**config.mk**
```make
export PLATFORM = sky130hd
export DESIGN_NAME = dcf77_frame_decoder
export DESIGN_NICKNAME = d
export VERILOG_FILES = /design/src/rtl/dcf77_pkg.sv /design/src/rtl/dcf77_pulse_timer.sv /design/src/rtl/dcf77_frame_decoder.sv
export SDC_FILE = /design/constraint.sdc
export NUM_CORES = 1
export LEC_CHECK = 0
export CORE_MARGIN = 5
export CORE_UTILIZATION = 62
export DETAILED_ROUTE_END_ITERATION = 16
export GPL_ROUTABILITY_DRIVEN = 0
export PLACE_DENSITY = 0.89
export SLEW_MARGIN = 5
export SYNTH_ARGS = -nofsm -noshare
export SYNTH_HDL_FRONTEND = slang
export SYNTH_SLANG_ARGS = --single-unit
```
**constraint.sdc**
```tcl
create_clock -name qzt_clk -period 3 [get_ports qzt_clk]
set_clock_uncertainty 0.15 [all_clocks]
set_input_delay 0.9 -clock qzt_clk [delete_from_list [all_inputs] [get_ports qzt_clk]]
set_output_delay 0.9 -clock qzt_clk [all_outputs]
set_load 0.02 [all_outputs]
```
**src/rtl/dcf77_pkg.sv**
```systemverilog
// Shared constants, state type and frame helpers for the DCF77 minute-frame decoder.
// Optional feature macro: DCF77_PARITY_CHECK_EN (enables P1/P2/P3 even-parity checking).
package dcf77_pkg;

    localparam int START_POS  = 20;
    localparam int MIN_LSB    = 21;
    localparam int P1_POS     = 28;
    localparam int HOUR_LSB   = 29;
    localparam int P2_POS     = 35;
    localparam int DAY_LSB    = 36;
    localparam int WDAY_LSB   = 42;
    localparam int MONTH_LSB  = 45;
    localparam int YEAR_LSB   = 50;
    localparam int P3_POS     = 58;
    localparam int FRAME_BITS = 59;

    localparam logic [9:0]  W_MIN_MS   = 10'd40;
    localparam logic [9:0]  W_ONE_MS   = 10'd140;
    localparam logic [9:0]  W_MAX_MS   = 10'd260;
    localparam logic [11:0] MARKER_MS  = 12'd1500;
    localparam logic [11:0] TIMEOUT_MS = 12'd2500;

    localparam int SEC_OFS   = 0;
    localparam int MIN_OFS   = 8;
    localparam int HOUR_OFS  = 16;
    localparam int DAY_OFS   = 24;
    localparam int MONTH_OFS = 32;
    localparam int YEAR_OFS  = 40;

    typedef enum logic {
        SYNC    = 1'b0,
        RECEIVE = 1'b1
    } dcf_state_e;

    function automatic logic bcd_ok(input logic [3:0] d);
        return (d <= 4'd9);
    endfunction

    function automatic logic frame_ok(input logic [58:0] f, input logic [5:0] nbits, input logic err);
        logic [3:0] mu, hu, du, mou, yu, yt;
        logic [2:0] mt;
        logic [1:0] ht, dt;
        logic       mot;
        logic       ok;
        mu  = f[MIN_LSB +: 4];       mt  = f[MIN_LSB + 4 +: 3];
        hu  = f[HOUR_LSB +: 4];      ht  = f[HOUR_LSB + 4 +: 2];
        du  = f[DAY_LSB +: 4];       dt  = f[DAY_LSB + 4 +: 2];
        mou = f[MONTH_LSB +: 4];     mot = f[MONTH_LSB + 4];
        yu  = f[YEAR_LSB +: 4];      yt  = f[YEAR_LSB + 4 +: 4];
        ok = (nbits == 6'd59) && !err && !f[0] && f[START_POS];
        ok = ok && bcd_ok(mu) && bcd_ok(hu) && bcd_ok(du) && bcd_ok(mou) && bcd_ok(yu) && bcd_ok(yt);
        ok = ok && (mt <= 3'd5);
        ok = ok && ((ht < 2'd2) || ((ht == 2'd2) && (hu <= 4'd3)));
        ok = ok && ({dt, du} != 6'h00) && ((dt < 2'd3) || (du <= 4'd1));
        ok = ok && ({mot, mou} != 5'h00) && (!mot || (mou <= 4'd2));
`ifdef DCF77_PARITY_CHECK_EN
        // Even parity: each parity bit makes its group (including itself) XOR to zero
        ok = ok && !(^f[MIN_LSB +: 8]) && !(^f[HOUR_LSB +: 7]) && !(^f[DAY_LSB +: 23]);
`endif
        return ok;
    endfunction

    function automatic logic [47:0] frame_word(input logic [58:0] f);
        logic [47:0] w;
        w = 48'd0;
        w[MIN_OFS   +: 7] = f[MIN_LSB   +: 7];
        w[HOUR_OFS  +: 6] = f[HOUR_LSB  +: 6];
        w[DAY_OFS   +: 6] = f[DAY_LSB   +: 6];
        w[MONTH_OFS +: 5] = f[MONTH_LSB +: 5];
        w[YEAR_OFS  +: 8] = f[YEAR_LSB  +: 8];
        return w;
    endfunction

    function automatic logic [7:0] bcd_sec_inc(input logic [7:0] s);
        logic [7:0] r;
        if (s >= 8'h59) begin
            r = 8'h59;
        end else if (s[3:0] >= 4'd9) begin
            r = {s[7:4] + 4'd1, 4'd0};
        end else begin
            r = s + 8'd1;
        end
        return r;
    endfunction

endpackage

```
**src/rtl/dcf77_pulse_timer.sv**
```systemverilog
// Synchronizes the DCF77 input, times pulse widths and rise intervals in ms,
// and emits registered bit / marker / timeout events.
module dcf77_pulse_timer
    import dcf77_pkg::*;
#(
    parameter int CLK_FREQ = 50_000_000
) (
    input  logic qzt_clk,
    input  logic rst,
    input  logic dcf_in,
    output logic bit_valid,
    output logic bit_val,
    output logic bit_bad,
    output logic marker,
    output logic pulse_start,
    output logic timeout
);

    localparam int unsigned DIV = ((CLK_FREQ / 1000) > 0) ? (CLK_FREQ / 1000) : 1;
    localparam int PW = (DIV > 1) ? $clog2(DIV) : 1;
    localparam logic [PW-1:0] PRE_LAST = PW'(DIV - 1);

    logic          meta_r, sync_r, prev_r, armed_r;
    logic [PW-1:0] pre_r;
    logic [9:0]    width_r;
    logic [11:0]   interval_r;
    logic          rise_s, fall_s, tick_s;

    assign rise_s = sync_r & ~prev_r;
    assign fall_s = ~sync_r & prev_r;
    assign tick_s = (pre_r == PRE_LAST);

    // Input synchronizer and edge-history flop
    always_ff @(posedge qzt_clk) begin
        if (rst) begin
            meta_r <= 1'b0;
            sync_r <= 1'b0;
            prev_r <= 1'b0;
        end else begin
            meta_r <= dcf_in;
            sync_r <= meta_r;
            prev_r <= sync_r;
        end
    end

    // Millisecond prescaler
    always_ff @(posedge qzt_clk) begin
        if (rst) begin
            pre_r <= {PW{1'b0}};
        end else if (tick_s) begin
            pre_r <= {PW{1'b0}};
        end else begin
            pre_r <= pre_r + PW'(1);
        end
    end

    // Width and interval counters; an edge clears them ahead of a coincident tick
    always_ff @(posedge qzt_clk) begin
        if (rst) begin
            width_r    <= 10'd0;
            interval_r <= 12'd0;
            armed_r    <= 1'b0;
        end else begin
            if (rise_s) begin
                width_r <= 10'd0;
            end else if (tick_s && (width_r != 10'd1023)) begin
                width_r <= width_r + 10'd1;
            end else begin
                width_r <= width_r;
            end
            if (rise_s) begin
                interval_r <= 12'd0;
            end else if (tick_s && (interval_r != 12'd4095)) begin
                interval_r <= interval_r + 12'd1;
            end else begin
                interval_r <= interval_r;
            end
            // a fall is only meaningful once its rise has been seen
            if (rise_s) begin
                armed_r <= 1'b1;
            end else if (fall_s) begin
                armed_r <= 1'b0;
            end else begin
                armed_r <= armed_r;
            end
        end
    end

    // Registered event classification
    always_ff @(posedge qzt_clk) begin
        if (rst) begin
            bit_valid   <= 1'b0;
            bit_val     <= 1'b0;
            bit_bad     <= 1'b0;
            marker      <= 1'b0;
            pulse_start <= 1'b0;
            timeout     <= 1'b0;
        end else begin
            bit_valid   <= fall_s & armed_r;
            bit_val     <= (width_r >= W_ONE_MS) && (width_r < W_MAX_MS);
            bit_bad     <= (width_r < W_MIN_MS) || (width_r >= W_MAX_MS);
            marker      <= rise_s && (interval_r >= MARKER_MS);
            pulse_start <= rise_s;
            timeout     <= (interval_r >= TIMEOUT_MS);
        end
    end

endmodule

```
**src/rtl/dcf77_frame_decoder.sv**
```systemverilog
// DCF77 minute-frame decoder: assembles and validates frames, publishes BCD time/date
// with a load strobe and keeps seconds running. Optional macro: DCF77_PARITY_CHECK_EN.
module dcf77_frame_decoder
    import dcf77_pkg::*;
#(
    parameter int CLK_FREQ = 50_000_000
) (
    input  logic        qzt_clk,
    input  logic        rst,
    input  logic        dcf_in,
    output logic [47:0] parallelInput,
    output logic        flag_load,
    output logic        time_valid,
    output logic        frame_error,
    output logic [5:0]  bit_index
);

    logic        bit_valid_s, bit_val_s, bit_bad_s, marker_s, pulse_start_s, timeout_s;
    dcf_state_e  state_r, state_nx_s;
    logic [58:0] frame_r, frame_nx_s;
    logic        err_r, err_nx_s;
    logic [5:0]  idx_nx_s;
    logic [47:0] word_nx_s;
    logic        valid_nx_s, load_nx_s, ferr_nx_s;

    dcf77_pulse_timer #(.CLK_FREQ(CLK_FREQ)) u_timer (
        .qzt_clk     (qzt_clk),
        .rst         (rst),
        .dcf_in      (dcf_in),
        .bit_valid   (bit_valid_s),
        .bit_val     (bit_val_s),
        .bit_bad     (bit_bad_s),
        .marker      (marker_s),
        .pulse_start (pulse_start_s),
        .timeout     (timeout_s)
    );

    // Next-state, frame assembly and output computation
    always_comb begin
        state_nx_s = state_r;
        frame_nx_s = frame_r;
        idx_nx_s   = bit_index;
        err_nx_s   = err_r;
        word_nx_s  = parallelInput;
        valid_nx_s = time_valid;
        load_nx_s  = 1'b0;
        ferr_nx_s  = 1'b0;
        case (state_r)
            SYNC: begin
                if (marker_s) begin
                    state_nx_s = RECEIVE;
                    frame_nx_s = 59'd0;
                    idx_nx_s   = 6'd0;
                    err_nx_s   = 1'b0;
                end else begin
                    state_nx_s = SYNC;
                end
            end
            RECEIVE: begin
                if (timeout_s) begin
                    state_nx_s = SYNC;
                    valid_nx_s = 1'b0;
                end else if (marker_s) begin
                    if (frame_ok(frame_r, bit_index, err_r)) begin
                        word_nx_s  = frame_word(frame_r);
                        valid_nx_s = 1'b1;
                        load_nx_s  = 1'b1;
                    end else begin
                        ferr_nx_s  = 1'b1;
                    end
                    frame_nx_s = 59'd0;
                    idx_nx_s   = 6'd0;
                    err_nx_s   = 1'b0;
                end else if (bit_valid_s) begin
                    // LSB-first stream: after 59 shifts, frame bit n sits at index n
                    frame_nx_s = {bit_val_s, frame_r[58:1]};
                    idx_nx_s   = (bit_index == 6'd59) ? bit_index : bit_index + 6'd1;
                    err_nx_s   = err_r | bit_bad_s | (bit_index == 6'd59);
                end else if (pulse_start_s && time_valid) begin
                    word_nx_s[SEC_OFS +: 8] = bcd_sec_inc(parallelInput[SEC_OFS +: 8]);
                    load_nx_s  = 1'b1;
                end else begin
                    state_nx_s = RECEIVE;
                end
            end
            default: begin
                state_nx_s = SYNC;
            end
        endcase
    end

    // State and output registers
    always_ff @(posedge qzt_clk) begin
        if (rst) begin
            state_r       <= SYNC;
            frame_r       <= 59'd0;
            err_r         <= 1'b0;
            bit_index     <= 6'd0;
            parallelInput <= 48'd0;
            time_valid    <= 1'b0;
            flag_load     <= 1'b0;
            frame_error   <= 1'b0;
        end else begin
            state_r       <= state_nx_s;
            frame_r       <= frame_nx_s;
            err_r         <= err_nx_s;
            bit_index     <= idx_nx_s;
            parallelInput <= word_nx_s;
            time_valid    <= valid_nx_s;
            flag_load     <= load_nx_s;
            frame_error   <= ferr_nx_s;
        end
    end

endmodule

```
==> impl_metrics.py, run 1 <==
metrics = {
    "run_status": {
        "status": "finished, final reports clean",
    },
    "cells_and_area": {
        "n_antenna_cell": 0,
        "regArea_um2": 3160,
        "drive_above_1_share": 0.0730,
        "multi_input_area_um2": 3180,
        "nNetsFinal": 797,
        "layoutNonFillerInstCount": 930,
        "num-fill-cells": 692,
        "synthToLayoutAreaGrowth_pct": 17.3,
    },
    "yosys": {
        "synthArstFlopShare": 0,
        "synth_ff_type": "dfxtp_1",
        "ys_ff_latch": 158,
        "yosys.cell_types.count": 55,
        "netlist_area_um2": 6610,
        "yosys.area.top_type": "dfxtp_1",
        "synthTopCellsByArea": "dfxtp_1 48%, nand3_1 5.9%, a21oi_1 5.4%",
        "synth.top_cell.area_share": 0.479,
        "yosysWarnings": 0,
        "synth_edf_count": 0,
        "syn_inst": 747,
        "postSynthAreaPerCell_um2": 8.84,
        "yosysSeqAreaShare": 0.479,
    },
    "critical_path": {
        "crit_arrival_ns": 1.66,
        "ff2ff_path_depth": 8,
        "critPathMaxFanout": 6,
        "end_kind": "output port",
        "critical_path_class": "reg -> out",
        "crit_cells": 1,
        "required_ns": 1.95,
        "startpoint_type": "register",
        "max_stage_delay_ns": 0.66,
        "crit_chain": "clkdlybuf4s50_1",
        "crit_family": "buffers and inverters",
        "crit_buf_inv": 1,
        "slowest_stage": "clkdlybuf4s50_1",
        "r2r_setup_slack_ns": 0.46,
    },
    "route": {
        "wire_per_inst_um": 15.6,
        "vias": 5515,
        "ant_nets": 0,
        "dr.first_iter.drc_count": 528,
        "dr.pass1.iters": 6,
        "post-route-drc-count": 0,
        "via_per_inst": 5.93,
        "wirelength_um": 14500,
    },
    "clocking": {
        "clk_latency_ns": 0.52,
        "htree_levels": 4,
        "cts_hold_buf": 0,
        "cts_tree": "yes",
        "cts.reportedPaths.clkPinSlew_ns": 0.06,
        "cts.sinks": 158,
        "post_cts_resized": 0,
        "cts_root_buf": "clkbuf_8",
        "cts_buffers": 17,
        "cts_setup_buffers": 0,
        "clk_path_buf_depth": 2,
    },
    "timing": {
        "rsz0062_at_grt": "no",
        "drv_slew": 0,
        "timing.slew.headroom": 0.567,
        "whs_ns": 0.293,
        "tightest_slew_ns": 0.650,
        "hold_viol": 0,
        "fin_setup_tns_ns": 0,
        "min_period_ns": 2.71,
        "timing.final.crit_share": 0.902,
        "max_freq_mhz": 370,
        "setup_viol": 0,
    },
    "power_and_ir_drop": {
        "intPower_mw": 3.42,
        "seqPwrFrac": 0.484,
        "peakVddDrop_mv": 0.418,
        "combPwrFrac": 0.015,
        "power_frac_clock": 0.502,
        "static-leakage-power_nw": 2.94,
        "power.density_nw_per_um2": 563,
        "sw_frac_of_total": 0.215,
        "power_mw": 4.36,
        "p_sw_mw": 0.936,
    },
    "global_route": {
        "grt_pass1_wl_um": 24500,
        "grt_pass1_vias": 5226,
        "grt_max_degree": 63,
        "track_usage": 0.232,
        "antenna_found_initial": 0,
        "overflow": 0,
    },
    "worst_hold_path": {
        "min_path_cells": 2,
        "hp-class": "reg -> reg",
    },
    "placement": {
        "hpwl_um": 9160,
        "portBuffers": 51,
        "placed_cells": 898,
    },
    "die": {
        "initial_core_util": 0.637,
        "die_y_um": 113,
        "die_area_um2": 12800,
        "pin_count": 60,
        "die_width_um": 113,
        "coreArea_um2": 10400,
        "placementRows": 37,
    },
    "job": {
        "max-cap-violations": 0,
    },
}
-- cells in the mapped netlist, types with 6 or more instances --
cell type and number:
buf_4 8, o21ai_0 18, nand3_1 78, clkbuf_1 32, nand2_1 80, and3_1 14
xnor2_1 11, nor2_1 94, nand4_1 16, a21oi_1 71, ha_1 13, nand2b_1 6
inv_1 12, mux2i_1 33, xor2_1 25, dfxtp_1 158
-- cells in the final DEF (no fill, tap or decap), drive strengths merged, types with 2 or more instances in the layout --
| cell type | count |
|---|---|
| bufinv | 3 |
| nor3 | 3 |
| and4bb | 2 |
| nand2 | 80 |
| a21o | 4 |
| ha | 13 |
| nand4 | 17 |
| o211ai | 3 |
| nor4 | 4 |
| a31oi | 4 |
| mux2i | 33 |
| a2111oi | 5 |
| conb | 8 |
| and3 | 14 |
| nand2b | 6 |
| buf | 9 |
| inv | 17 |
| dfxtp | 158 |
| clkdlybuf4s50 | 50 |
| or3 | 2 |
| a21boi | 2 |
| nor2 | 94 |
| clkinvlp | 5 |
| nor4b | 2 |
| nand4b | 4 |
| nor2b | 5 |
| a21oi | 72 |
| nor3b | 6 |
| xnor2 | 11 |
| xor2 | 25 |
| and2 | 2 |
| nand3 | 79 |
| a211oi | 3 |
| o21ai | 21 |
| clkbuf | 18 |
-- area by class of cell --
class,instances,share of cell area
sequential,158,0.408
clock inverter,14,0.0233
clock buffer,18,0.0553
timing repair buffer,59,0.0750
tap,136,0.0220
multi-input combinational,533,0.410
inverter,12,0.00582
-- power by group through the flow --
stage / Clock (mW) / Sequential [mW] / Combinational (mW)
floorplan: 0 / 2.15 / 0.0564
global placement: 0 / 2.15 / 0.0621
detailed placement: 0 / 2.16 / 0.0634
CTS: 2.20 / 2.11 / 0.0646
global route: 2.31 / 2.11 / 0.0705
finish: 2.19 / 2.11 / 0.0644
-- metal layers --
layer | wire (um) | GRT usage | part of all wire | up-vias
li1 | - | - | - | 2629
met1 | 5950 | 0.284 | 0.41 | 2612
met2 | 7210 | 0.389 | 0.50 | 228
met3 | 906 | 0.0540 | 0.062 | 46
met4 | 456 | 0.106 | 0.031 | 0
met5 | 0 | 0 | 0 | -
-- stage by stage --
stage	setup slack, ns	area, um^2	utilization
6_report	0.294	7740	0.747
5_1_grt	0.242	7740	0.747
4_1_cts	0.272	7740	0.747
3_5_place_dp	0.482	7140	0.688
3_3_place_gp	0.610	7140	0.688
2_1_floorplan	0.851	6630	-
-- final timing paths --
check,startpoint,end
min reg2reg,u_timer.armed_r,u_timer.bit_valid
min,u_timer.armed_r,u_timer.bit_valid
max reg2reg,bit_index[0],parallelInput[17]
max,bit_index[2],bit_index[2]
-- state kept, by name, summed over array words and instances, names as in the netlist, 6 cells and up --
name / flops
parallelInput: 40
u_timer.interval_r: 12
u_timer.width_r: 10
frame_r: 59
bit_index: 6
u_timer.pre_r: 16
-- kinds of logic (layout without fill, tap and decap cells) --
kind of cell	Yosys count	in the layout	share of synthesized area
compound gates	118	118	0.111
xor+xnor	36	36	0.0477
fa+ha+maj	13	13	0.0246
buf+inv	63	103	0.0453
flops	158	158	0.479
mux	33	33	0.0500
other cells	1	8	0.000568
simple gates	325	325	0.242
Power figures use the tool's default switching activity.
==> inputs of run 2 (changes only) <==
--- a/config.mk
+++ b/config.mk
@@ -6,10 +6,10 @@
 export NUM_CORES = 1
 export LEC_CHECK = 0
 export CORE_MARGIN = 5
-export CORE_UTILIZATION = 62
+export CORE_UTILIZATION = 52
 export DETAILED_ROUTE_END_ITERATION = 16
 export GPL_ROUTABILITY_DRIVEN = 0
-export PLACE_DENSITY = 0.89
+export PLACE_DENSITY = 0.8
 export SLEW_MARGIN = 5
 export SYNTH_ARGS = -nofsm -noshare
 export SYNTH_HDL_FRONTEND = slang
==> constraint.sdc (replaced) <==
create_clock -name qzt_clk -period 2.47 [get_ports qzt_clk]
set_clock_uncertainty 0.15 [all_clocks]
set_input_delay 0.741 -clock qzt_clk [delete_from_list [all_inputs] [get_ports qzt_clk]]
set_output_delay 0.741 -clock qzt_clk [all_outputs]
set_load 0.02 [all_outputs]
==> run 2 against run 1 <==
  * Design area is 0.76% higher
  * Critical path depth stayed put
  * Hold slack worse by 0.0049 ns
  * Cell count is 3.7% higher
  * Via count is 4.9% lower
  * Global-route usage is 3.9 points lower
  * Core utilization is 12 points lower
  * Clock power is 17% higher
  * Combinational power is 22% higher
  * Highest routed layer unchanged
==> impl_metrics.py, run 2 (synthesized netlist as in run 1, its figures left out) <==
metrics = {
    "job": {
        "max-cap-violations": 0,
    },
    "route": {
        "wirelength_um": 13600,
        "dr.pass1.iters": 5,
        "ant_nets": 0,
        "dr.first_iter.drc_count": 471,
        "vias": 5246,
        "via_per_inst": 5.44,
        "wire_per_inst_um": 14.1,
        "post-route-drc-count": 0,
    },
    "placement": {
        "hpwl_um": 9020,
        "portBuffers": 51,
        "dpl_cell_area_um2": 7200,
    },
    "power_and_ir_drop": {
        "power.density_nw_per_um2": 668,
        "static-leakage-power_nw": 3.03,
        "peakVddDrop_mv": 0.522,
    },
    "timing": {
        "setup_viol": 0,
        "max_freq_mhz": 418,
        "rsz0062_at_grt": "no",
        "timing.final.crit_share": 0.969,
        "fin_setup_tns_ns": 0,
        "tightest_slew_ns": 0.657,
        "hold_viol": 0,
        "timing.slew.headroom": 0.561,
        "min_period_ns": 2.39,
        "drv_slew": 0,
    },
    "global_route": {
        "grt_pass1_wl_um": 23400,
        "overflow": 0,
        "antenna_found_initial": 0,
        "grt_pass1_vias": 4988,
        "grt_max_degree": 70,
        "track_usage": 0.193,
    },
    "cells_and_area": {
        "n_antenna_cell": 0,
        "final_cell_mix": "158 x dfxtp_1, 94 x nor2_1, 80 x nand2_1",
        "nNetsFinal": 798,
        "top_regs": "frame_r: 59 flops, parallelInput: 40 flops, u_timer.pre_r: 16 flops",
        "final_cell_area_um2": 7800,
        "mostFrequentLayoutCell": "dfxtp_1",
        "largest_register_ffs": 59,
        "num-fill-cells": 1060,
        "synthToLayoutAreaGrowth_pct": 18.1,
        "drive_above_1_share": 0.0694,
        "top_register": "frame_r",
    },
    "critical_path": {
        "crit_arrival_ns": 1.50,
        "crit_chain": "clkdlybuf4s50_1",
        "critical_path_class": "reg -> out",
        "crit_family": "buffers and inverters",
        "crit_buf_inv": 1,
        "end_kind": "output port",
        "startpoint_type": "register",
        "required_ns": 1.58,
        "critPathMaxFanout": 7,
        "slowest_stage": "clkdlybuf4s50_1",
        "max_stage_delay_ns": 0.65,
    },
    "die": {
        "die_y_um": 123,
        "initial_core_util": 0.528,
        "die_width_um": 123,
        "coreArea_um2": 12500,
        "placementRows": 41,
        "die_area_um2": 15100,
        "pin_count": 60,
    },
    "clocking": {
        "clk_latency_ns": 0.42,
        "cts_root_buf": "clkbuf_16",
        "cts_buffers": 17,
        "clk_path_buf_depth": 2,
        "cts.sinks": 158,
        "htree_levels": 4,
        "cts.reportedPaths.clkPinSlew_ns": 0.06,
        "cts_tree": "yes",
    },
    "run_status": {
        "status": "finished, final reports clean",
    },
    "worst_hold_path": {
        "hp-class": "reg -> reg",
    },
}
==> run 2: timing repair <==
item | CTS | global route
endpoints found under the hold margin | 0 | 0
setup endpoints to repair | 0 | 4
hold buffers | 0 | 0
buffers inserted | 0 | 0
gates resized for setup | 0 | 4
==> run 2: worst paths after layout <==
| kind | startpoint | to | slack [ns] | cells after the start |
|---|---|---|---|---|
| max | parallelInput[5] | parallelInput[5] | 0.08 | 1 |
| min | u_timer.armed_r | u_timer.bit_valid | 0.29 | 2 |
| max reg2reg | bit_index[0] | parallelInput[5] | 0.21 | 8 |
| min reg2reg | u_timer.armed_r | u_timer.bit_valid | 0.29 | 2 |
==> run 2: stage by stage <==
step / cells / setup WS (ns) / util / hold WS (ns) / total power [mW]
2_1_floorplan: 754 / 0.321 / - / 0.259 / 2.68
3_3_place_gp: 935 / 0.311 / 0.575 / 0.285 / 2.69
3_5_place_dp: 935 / 0.220 / 0.575 / 0.284 / 2.70
4_1_cts: 964 / 0.0251 / 0.623 / 0.293 / 5.26
5_1_grt: 964 / 0.0165 / 0.623 / 0.319 / 5.39
6_report: 964 / 0.0758 / 0.623 / 0.289 / 5.21
==> run 2: final cells by class <==
class	count	area (um^2)	area share
Clock inverter	5	80.1	0.0103
Tap cell	172	215	0.0276
Timing Repair Buffer	60	611	0.0782
Clock buffer	24	512	0.0656
Sequential cell	158	3160	0.405
Inverter	12	45.0	0.00577
Multi-Input combinational cell	533	3180	0.407
==> run 2: power breakdown <==
part           total, mW  leakage, nW  switching (mW)  internal, mW
registers           2.56         1.27         0.00600          2.56
clock network       2.57        0.286           0.940          1.63
logic             0.0787         1.47          0.0590        0.0197
total               5.21         3.03            1.00          4.21
==> run 2: per-layer routing <==
layer | routed length, um | global-route usage
met1 | 5840 | 0.232
met2 | 6890 | 0.328
met3 | 655 | 0.0571
met4 | 204 | 0.0665
met5 | 0 | 0
